===== src/rtl/oddr_gearbox_tx.sv =====
// Transmit-side DDR x1 gearbox.
// Takes parallel words over a valid/ready handshake and emits one 2-bit pair
// per SCLK cycle (DA = earlier/rising half, DB = later/falling half) toward an
// output DDR primitive. On request it emits a link-training pattern so the far
// end can find its pair boundary.
//
// state | meaning
// ------+------------------------------------------------------------------
// IDLE  | outputs at IDLE_LEVEL, word boundary, ready for a word or training
// SHIFT | current output is data pair pair_cnt of the loaded word
// TRAIN | current output is training pair train_cnt (DA=1, DB=0)
module oddr_gearbox_tx #(
   parameter int   DATA_W       = 8,
   parameter int   TRAIN_CYCLES = 16,
   parameter logic IDLE_LEVEL   = 1'b0
) (
   input  logic              SCLK,
   input  logic              RSTN,
   input  logic [DATA_W-1:0] DIN,
   input  logic              DIN_VALID,
   output logic              DIN_READY,
   input  logic              TRAIN,
   output logic              DA,
   output logic              DB,
   output logic              FRAME,
   output logic              TRAIN_DONE,
   output logic              BUSY
);

   localparam int PAIRS = DATA_W / 2;
   localparam int PW    = (PAIRS > 1) ? $clog2(PAIRS) : 1;
   localparam int TW    = $clog2(TRAIN_CYCLES + 1);

   localparam logic [PW-1:0] LAST_PAIR  = PW'(PAIRS - 1);
   localparam logic [TW-1:0] LAST_TRAIN = TW'(TRAIN_CYCLES - 1);

   // Reject unusable parameterisations at elaboration.
   generate
      if ((DATA_W < 2) || ((DATA_W % 2) != 0)) begin : g_bad_width
         $error("oddr_gearbox_tx: DATA_W must be even and >= 2");
      end
      if (TRAIN_CYCLES < 1) begin : g_bad_train
         $error("oddr_gearbox_tx: TRAIN_CYCLES must be >= 1");
      end
   endgenerate

   typedef enum logic [1:0] {
      IDLE  = 2'd0,
      SHIFT = 2'd1,
      TRAIN_ST = 2'd2
   } state_t;

   state_t            state, state_nxt;
   logic [PW-1:0]     pair_cnt, pair_nxt;
   logic [TW-1:0]     train_cnt, train_nxt;
   logic [DATA_W-1:0] sr, sr_nxt;
   logic              da_nxt, db_nxt, frame_nxt, done_nxt, busy_nxt;
   logic              boundary, last_pair, accept;

   // Word boundary: idle, or the final pair of a word is on the line.
   always_comb begin
      last_pair = (state == SHIFT) && (pair_cnt == LAST_PAIR);
      boundary  = (state == IDLE) || last_pair;
      // Gated by RSTN so ready stays low while reset is held.
      DIN_READY = RSTN && boundary && !TRAIN;
      accept    = DIN_VALID && DIN_READY;
   end

   // Next state and the registered values of every line output.
   always_comb begin
      state_nxt = state;
      pair_nxt  = pair_cnt;
      train_nxt = train_cnt;
      sr_nxt    = sr;
      da_nxt    = IDLE_LEVEL;
      db_nxt    = IDLE_LEVEL;
      frame_nxt = 1'b0;
      done_nxt  = 1'b0;
      busy_nxt  = 1'b0;

      case (state)
         IDLE, SHIFT: begin
            if ((state == SHIFT) && !last_pair) begin
               // Mid-word: present the next pair, words are never truncated.
               da_nxt    = sr[DATA_W-1];
               db_nxt    = sr[DATA_W-2];
               sr_nxt    = sr << 2;
               pair_nxt  = pair_cnt + PW'(1);
               busy_nxt  = 1'b1;
            end else if (accept) begin
               // First pair goes straight from DIN; the rest wait in sr.
               state_nxt = SHIFT;
               pair_nxt  = '0;
               da_nxt    = DIN[DATA_W-1];
               db_nxt    = DIN[DATA_W-2];
               sr_nxt    = DIN << 2;
               frame_nxt = 1'b1;
               busy_nxt  = 1'b1;
            end else if (TRAIN) begin
               state_nxt = TRAIN_ST;
               pair_nxt  = '0;
               train_nxt = '0;
               da_nxt    = 1'b1;
               db_nxt    = 1'b0;
               busy_nxt  = 1'b1;
            end else begin
               state_nxt = IDLE;
               pair_nxt  = '0;
            end
         end

         TRAIN_ST: begin
            if (train_cnt == LAST_TRAIN) begin
               done_nxt = 1'b1;
               if (TRAIN) begin
                  // Back-to-back burst: pattern continues without a gap.
                  train_nxt = '0;
                  da_nxt    = 1'b1;
                  db_nxt    = 1'b0;
                  busy_nxt  = 1'b1;
               end else begin
                  state_nxt = IDLE;
                  train_nxt = '0;
               end
            end else begin
               train_nxt = train_cnt + TW'(1);
               da_nxt    = 1'b1;
               db_nxt    = 1'b0;
               busy_nxt  = 1'b1;
            end
         end

         default: begin
            state_nxt = IDLE;
            pair_nxt  = '0;
            train_nxt = '0;
         end
      endcase
   end

   // State, counters, shift register and output registers.
   always_ff @(posedge SCLK or negedge RSTN) begin
      if (!RSTN) begin
         state      <= IDLE;
         pair_cnt   <= '0;
         train_cnt  <= '0;
         sr         <= '0;
         DA         <= IDLE_LEVEL;
         DB         <= IDLE_LEVEL;
         FRAME      <= 1'b0;
         TRAIN_DONE <= 1'b0;
         BUSY       <= 1'b0;
      end else begin
         state      <= state_nxt;
         pair_cnt   <= pair_nxt;
         train_cnt  <= train_nxt;
         sr         <= sr_nxt;
         DA         <= da_nxt;
         DB         <= db_nxt;
         FRAME      <= frame_nxt;
         TRAIN_DONE <= done_nxt;
         BUSY       <= busy_nxt;
      end
   end

endmodule


===== config.mk =====
export PLATFORM = sky130hd
export DESIGN_NAME = oddr_gearbox_tx
export DESIGN_NICKNAME = d
export VERILOG_FILES = /design/src/rtl/oddr_gearbox_tx.sv
export SDC_FILE = /design/constraint.sdc
export NUM_CORES = 1
export LEC_CHECK = 0
export BUFFER_PORTS_ARGS = -buffer_cell sky130_fd_sc_hd__buf_2
export CAP_MARGIN = 20
export CORE_ASPECT_RATIO = 1.1
export CORE_MARGIN = 5
export CORE_UTILIZATION = 57
export DETAILED_ROUTE_END_ITERATION = 8
export MAX_ROUTING_LAYER = met4
export PLACE_DENSITY = 0.92
export SKIP_CTS_REPAIR_TIMING = 1
export SLEW_MARGIN = 20
export SYNTH_ARGS = -nofsm -noshare
export SYNTH_HDL_FRONTEND = slang
export SYNTH_SLANG_ARGS = --single-unit

===== constraint.sdc =====
create_clock -name SCLK -period 2.72 [get_ports SCLK]
set_input_delay 0.544 -clock SCLK [delete_from_list [all_inputs] [get_ports SCLK]]
set_output_delay 0.544 -clock SCLK [all_outputs]
set_load 0.005 [all_outputs]

==> impl_metrics.toml, run 1 <==
[grt]
grt_max_degree = 16
grt_pass1_vias = 770
grt_use_total_pct = 17.2
grt_pass1_wl_mm = 3.34
antenna_found_initial = 0
grt_overflow = 0

[outcome]
status = "complete, no violations"

[synthesis]
ys_ff_latch = 20
synth_edf_count = 0
synth_flop_cell = "dfrtp_1"
synth_cell_type_count = 35
postSynthCellCount = 89
yosysWarnings = 0
syn_avg_cell_area_um2 = 11.2
syn-num-nets = 103
syn-cell-area_um2 = 997
synth.yosys.seq_area_share_pct = 50.2
synthArstFlopShare_pct = 100

[setup_path]
rrSetupSlack_ns = 1.24
path_cells = "ha_1 > nand2b_4 > and3_1 > buf_2"
cp.depth = 4
required_ns = 2.18
worst-path-buf-inv = 1
crit_path_end_kind = "primary output"
r2r-end = "sr[3]"
ff2ff_path_depth = 4
reg2reg_from = "pair_cnt[0]"
cp_max_fo = 6
crit_start = "pair_cnt[0]"
cpPeakStageDelay_ns = 0.40
path_class = "reg2out"
worstSetupStartpointType = "flip-flop"
crit_family = "flip-flops"
worstPathArrival_ns = 1.45
crit_end = "DIN_READY"
critical_path.slowest_cell = "dfrtp_1"

[cells_and_area]
multi_input_area_um2 = 435
final_layout_size_suffix_gt1_share_pct = 27.1
regArea_um2 = 500
area_growth_pct = 11.7
diodes = 0
fillers = 125
final_util_pct = 69.0
nets = 123

[routing]
drc = 0
routed_wl_mm = 1.84
wl_per_cell_um = 14.8
postRouteAntennaNets = 0
drt-vias-per-instance = 5.81
drt_pass1_iterations = 4
vias = 720
initialDrtViolationCount = 5

[floorplanning]
rows = 15
io_pins = 18
die_h_um = 53.9
initial_core_util_pct = 61.8
dieArea_mm2 = 0.00269
fp.dieW_um = 49.9
core_area_mm2 = 0.00161

[cts]
clk_pin_slew_ns = 0.11
cts_tree = "done"
cts_root_buffer = "clkbuf_4"
clock_sinks = 20
htree_levels = 1
clockBufferDepth = 2
insertion_delay_ns = 0.30
numCtsBuffers = 3

[timing]
fin_crit_sh_pct = 73.4
finalCriticalPeriod_ns = 2.00
setup_viol = 0
slew_viol_final = 0
slew_headroom_pct = 70.2
skew_ns = 0.00665
hold_viol_final = 0
tns_ns = 0
rsz0062_at_grt = "false"
fmax_ghz = 0.501
worstMarginPinSlew_ns = 0.448

[power_and_ir_drop]
peakVddDrop_v = 0.000470
leakagePower_uw = 0.000542
powerDensity_mw_per_mm2 = 740

[flow_run]
maxCapViolCount = 0

[placed_design]
hpwl_mm = 1.39
portBuffers = 17
gp_congestion = 0.846

[min_path]
worstHoldPathType = "in2async"
worst reg2reg max path, delay by kind of cell, from the launching register on:
family | cells | cell delay, ns
muxes | 1 | 0.26
and+or+nand+nor | 2 | 0.45
adders and majority gates | 1 | 0.26
DFF | 1 | 0.40
cell usage in the layout, fill, tap and decap left out, types with 2 or more instances in the layout:
| master | count |
|---|---|
| nand3_1 | 3 |
| inv_1 | 11 |
| nand2_1 | 6 |
| nor2b_1 | 2 |
| o221ai_1 | 4 |
| a21oi_1 | 3 |
| nand4b_1 | 2 |
| buf_2 | 17 |
| a22o_1 | 4 |
| ha_1 | 2 |
| o21ai_0 | 2 |
| dfrtp_1 | 20 |
| clkbuf_4 | 3 |
| mux2_4 | 2 |
| a21o_1 | 2 |
| nand2b_1 | 3 |
| xor2_1 | 2 |
per-stage QoR:
step	worst slack, ns	cell area, um^2	instances	total power (uW)	hold slack, ns
after floorplan	1.16	997	89	625	0.248
after global placement	1.03	1090	121	675	0.449
after detailed placement	1.03	1090	121	695	0.449
after CTS	0.716	1110	124	830	0.120
after global routing	0.639	1110	124	887	0.117
final	0.724	1110	124	824	0.117
sequential cells by signal, indices dropped and copies added (netlist names):
register,cells
sr,6
train_cnt,5
pair_cnt,2
state,2
BUSY,1
DA,1
DB,1
FRAME,1
TRAIN_DONE,1
logic make-up after synthesis:
logic type / synth area share, %
multiplexers: 5.14
XOR/XNOR: 1.76
AO/OA/AOI/OAI: 16.6
adder cells (fa/ha/maj): 2.51
buffers and inverters: 6.15
AND/OR/NAND/NOR: 17.7
flip-flops: 50.2
synth_stat cells, types with 2 or more instances:
library cell,count,area share [%]
a21o_1,2,1.5
a21oi_1,3,1.5
a22o_1,4,3.5
buf_4,2,1.5
dfrtp_1,20,50
ha_1,2,2.5
inv_1,11,4.1
mux2_4,2,3.0
nand2_1,6,2.3
nand2b_1,3,1.9
nand3_1,3,1.5
nand4b_1,2,1.8
nor2b_1,2,1.3
o21ai_0,2,1.0
o221ai_1,4,3.5
xor2_1,2,1.8
routing by layer:
metal  up-vias  GRT usage [%]  wire [um]  share of wire (%)
met5         -              -          0                  0
met2        18           26.7        866                 47
li1        350              -          -                  -
met1       346           20.5        817                 44
met3         6           3.05         92                5.0
met4         0           12.2         64                3.5
area by class of cell:
type | count | area share, %
inverters | 11 | 3.71
multi-input cells | 55 | 39.1
flip-flops and latches | 20 | 44.9
clock buffers | 3 | 2.02
well taps | 17 | 1.91
repair buffers | 18 | 8.31
worst min-delay path by stage:
stage / from / end / depth (start not counted) / slack (ns)
after floorplan: RSTN / BUSY / 0 / 0.25
after global placement: RSTN / state[0] / 1 / 0.45
after detailed placement: RSTN / state[0] / 1 / 0.45
after CTS: RSTN / state[0] / 1 / 0.12
after global routing: RSTN / state[0] / 1 / 0.12
final: RSTN / state[0] / 1 / 0.12
power by group:
part	switching (uW)	internal, uW	total (uW)	leakage [uW]
Sequential	67.9	381	449	0.000252
Combinational	105	134	239	0.000277
Clock	84.6	51.6	136	0.0000138
Total	257	566	824	0.000542
(Power assumes the default switching activity.)
==> run 2, diff against run 1 <==
--- a/config.mk
+++ b/config.mk
@@ -9,10 +9,10 @@
 export CAP_MARGIN = 20
 export CORE_ASPECT_RATIO = 1.1
 export CORE_MARGIN = 5
-export CORE_UTILIZATION = 57
+export CORE_UTILIZATION = 48
 export DETAILED_ROUTE_END_ITERATION = 8
 export MAX_ROUTING_LAYER = met4
-export PLACE_DENSITY = 0.92
+export PLACE_DENSITY = 0.84
 export SKIP_CTS_REPAIR_TIMING = 1
 export SLEW_MARGIN = 20
 export SYNTH_ARGS = -nofsm -noshare
==> constraint.sdc (replaced) <==
create_clock -name SCLK -period 1.6 [get_ports SCLK]
set_input_delay 0.32 -clock SCLK [delete_from_list [all_inputs] [get_ports SCLK]]
set_output_delay 0.32 -clock SCLK [all_outputs]
set_load 0.005 [all_outputs]
==> impl_metrics.toml, run 2 (synthesized netlist as in run 1, its figures left out) <==
[grt]
grt_pass1_wl_mm = 3.14
grt_use_total_pct = 14.5
antenna_found_initial = 0
grt_pass1_vias = 725
grt_overflow = 0
grt_max_degree = 13

[setup_path]
crit_end = "DIN_READY"
crit_path_end_kind = "primary output"
ff2ff_path_depth = 6
worstPathArrival_ns = 1.38
critical_path.slowest_cell = "dfrtp_1"
rrSetupSlack_ns = -0.02
cp.depth = 4
path_class = "reg2out"
reg2reg_from = "pair_cnt[1]"
worst-path-buf-inv = 1
path_cells = "ha_4 > nand2b_4 > and3_4 > buf_6"
r2r-end = "sr[3]"
cpPeakStageDelay_ns = 0.43
crit_start = "pair_cnt[1]"
cp_max_fo = 5
crit_family = "flip-flops"
required_ns = 1.28
worstSetupStartpointType = "flip-flop"

[timing]
fin_crit_sh_pct = 106
hold_viol_final = 0
fmax_ghz = 0.587
skew_ns = 0.00528
slew_headroom_pct = 74.0
setup_viol = 3
finalCriticalPeriod_ns = 1.70
rsz0062_at_grt = "true"
worstMarginPinSlew_ns = 0.389
postLayoutSetupSlackWorst_ns = -0.104
slew_viol_final = 0

[routing]
initialDrtViolationCount = 15
routed_wl_mm = 2.13
postRouteAntennaNets = 0
drc = 0
drt-vias-per-instance = 5.30
vias = 768
wl_per_cell_um = 14.7
drt_pass1_iterations = 4

[placed_design]
portBuffers = 17
hpwl_mm = 1.47
place_area_mm2 = 0.00113
gp_congestion = 0.851
post-place-cells = 135

[cells_and_area]
top_register = "sr"
area_growth_pct = 26.3
instances_no_fill = 145
final_layout_size_suffix_gt1_share_pct = 34.2
diodes = 0
multi_input_area_um2 = 458
nets = 132
final_area_mm2 = 0.00126
fillers = 170
largest_register_ffs = 6
mostFrequentLayoutCells = "dfrtp_1 (20), buf_2 (16), inv_1 (11), buf_4 (8), nand2_1 (6)"
layout_commonest_cell = "dfrtp_1"
regArea_um2 = 500
largestRegisters = "sr (6), train_cnt (5)"

[min_path]
worstHoldPathType = "in2async"

[cts]
clock_sinks = 20
htree_levels = 1
insertion_delay_ns = 0.32
clockBufferDepth = 2
cts_root_buffer = "clkbuf_4"
clk_pin_slew_ns = 0.12
cts_tree = "done"
numCtsBuffers = 3

[outcome]
violations = "setup timing"
status = "complete, but fails checks"

[floorplanning]
fp.dieW_um = 53.5
core_area_mm2 = 0.00200
initial_core_util_pct = 49.9
io_pins = 18
rows = 17
dieArea_mm2 = 0.00309
die_h_um = 57.8

[power_and_ir_drop]
peakVddDrop_v = 0.000771
leakagePower_uw = 0.000596
powerDensity_mw_per_mm2 = 1280

[flow_run]
maxCapViolCount = 0
-- run 2: cell type report --
cell class	instances	area share, %
clock buffer	3	1.79
clock inverter	1	2.38
inverter	11	3.28
multi-input combinational	55	36.3
sequential	20	39.7
tap	28	2.78
timing repair buffer	27	13.7
-- run 2: how the worst min path moves through the flow --
stage / startpoint / to / slack (ns)
2_1_floorplan: RSTN / BUSY / 0.02
3_3_place_gp: RSTN / FRAME / 0.17
3_5_place_dp: RSTN / FRAME / 0.17
4_1_cts: RSTN / FRAME / -0.17
5_1_grt: RSTN / sr[5] / 0.09
6_report: RSTN / pair_cnt[1] / 0.07
-- run 2: per-layer routing --
metal  wire (um)  vias to the layer above  track usage [%]
met1         928                      366             16.6
li1            -                      371                -
met4          57                        0             9.85
met3          90                        7             2.31
met5           0                        -                -
met2        1050                       24             22.9
-- run 2: metrics by stage --
stage / total power [uW] / setup TNS [ns] / worst slack, ns / util (%) / hold WS, ns
after floorplan: 1060 / 0 / 0.240 / - / 0.0244
after global placement: 1160 / 0 / 0.173 / 56.4 / 0.170
after detailed placement: 1190 / 0 / 0.103 / 56.4 / 0.173
after CTS: 1600 / -0.219 / -0.219 / 59.0 / -0.172
after global routing: 1710 / -0.296 / -0.144 / 63.0 / 0.0916
final: 1620 / -0.131 / -0.104 / 63.0 / 0.0652
-- run 2: worst reg2reg max path, delay by kind of cell, from the launching register on --
family,cells,cell delay [ns]
fa+ha+maj,1,0.18
simple gates,2,0.41
buf+inv,2,0.24
flops,1,0.43
mux,1,0.26
-- run 2: power by group --
group / total [uW] / internal [uW] / switching [uW] / leakage (uW)
Sequential: 760 / 647 / 113 / 0.000252
Clock: 421 / 254 / 168 / 0.0000279
Combinational: 435 / 247 / 188 / 0.000317
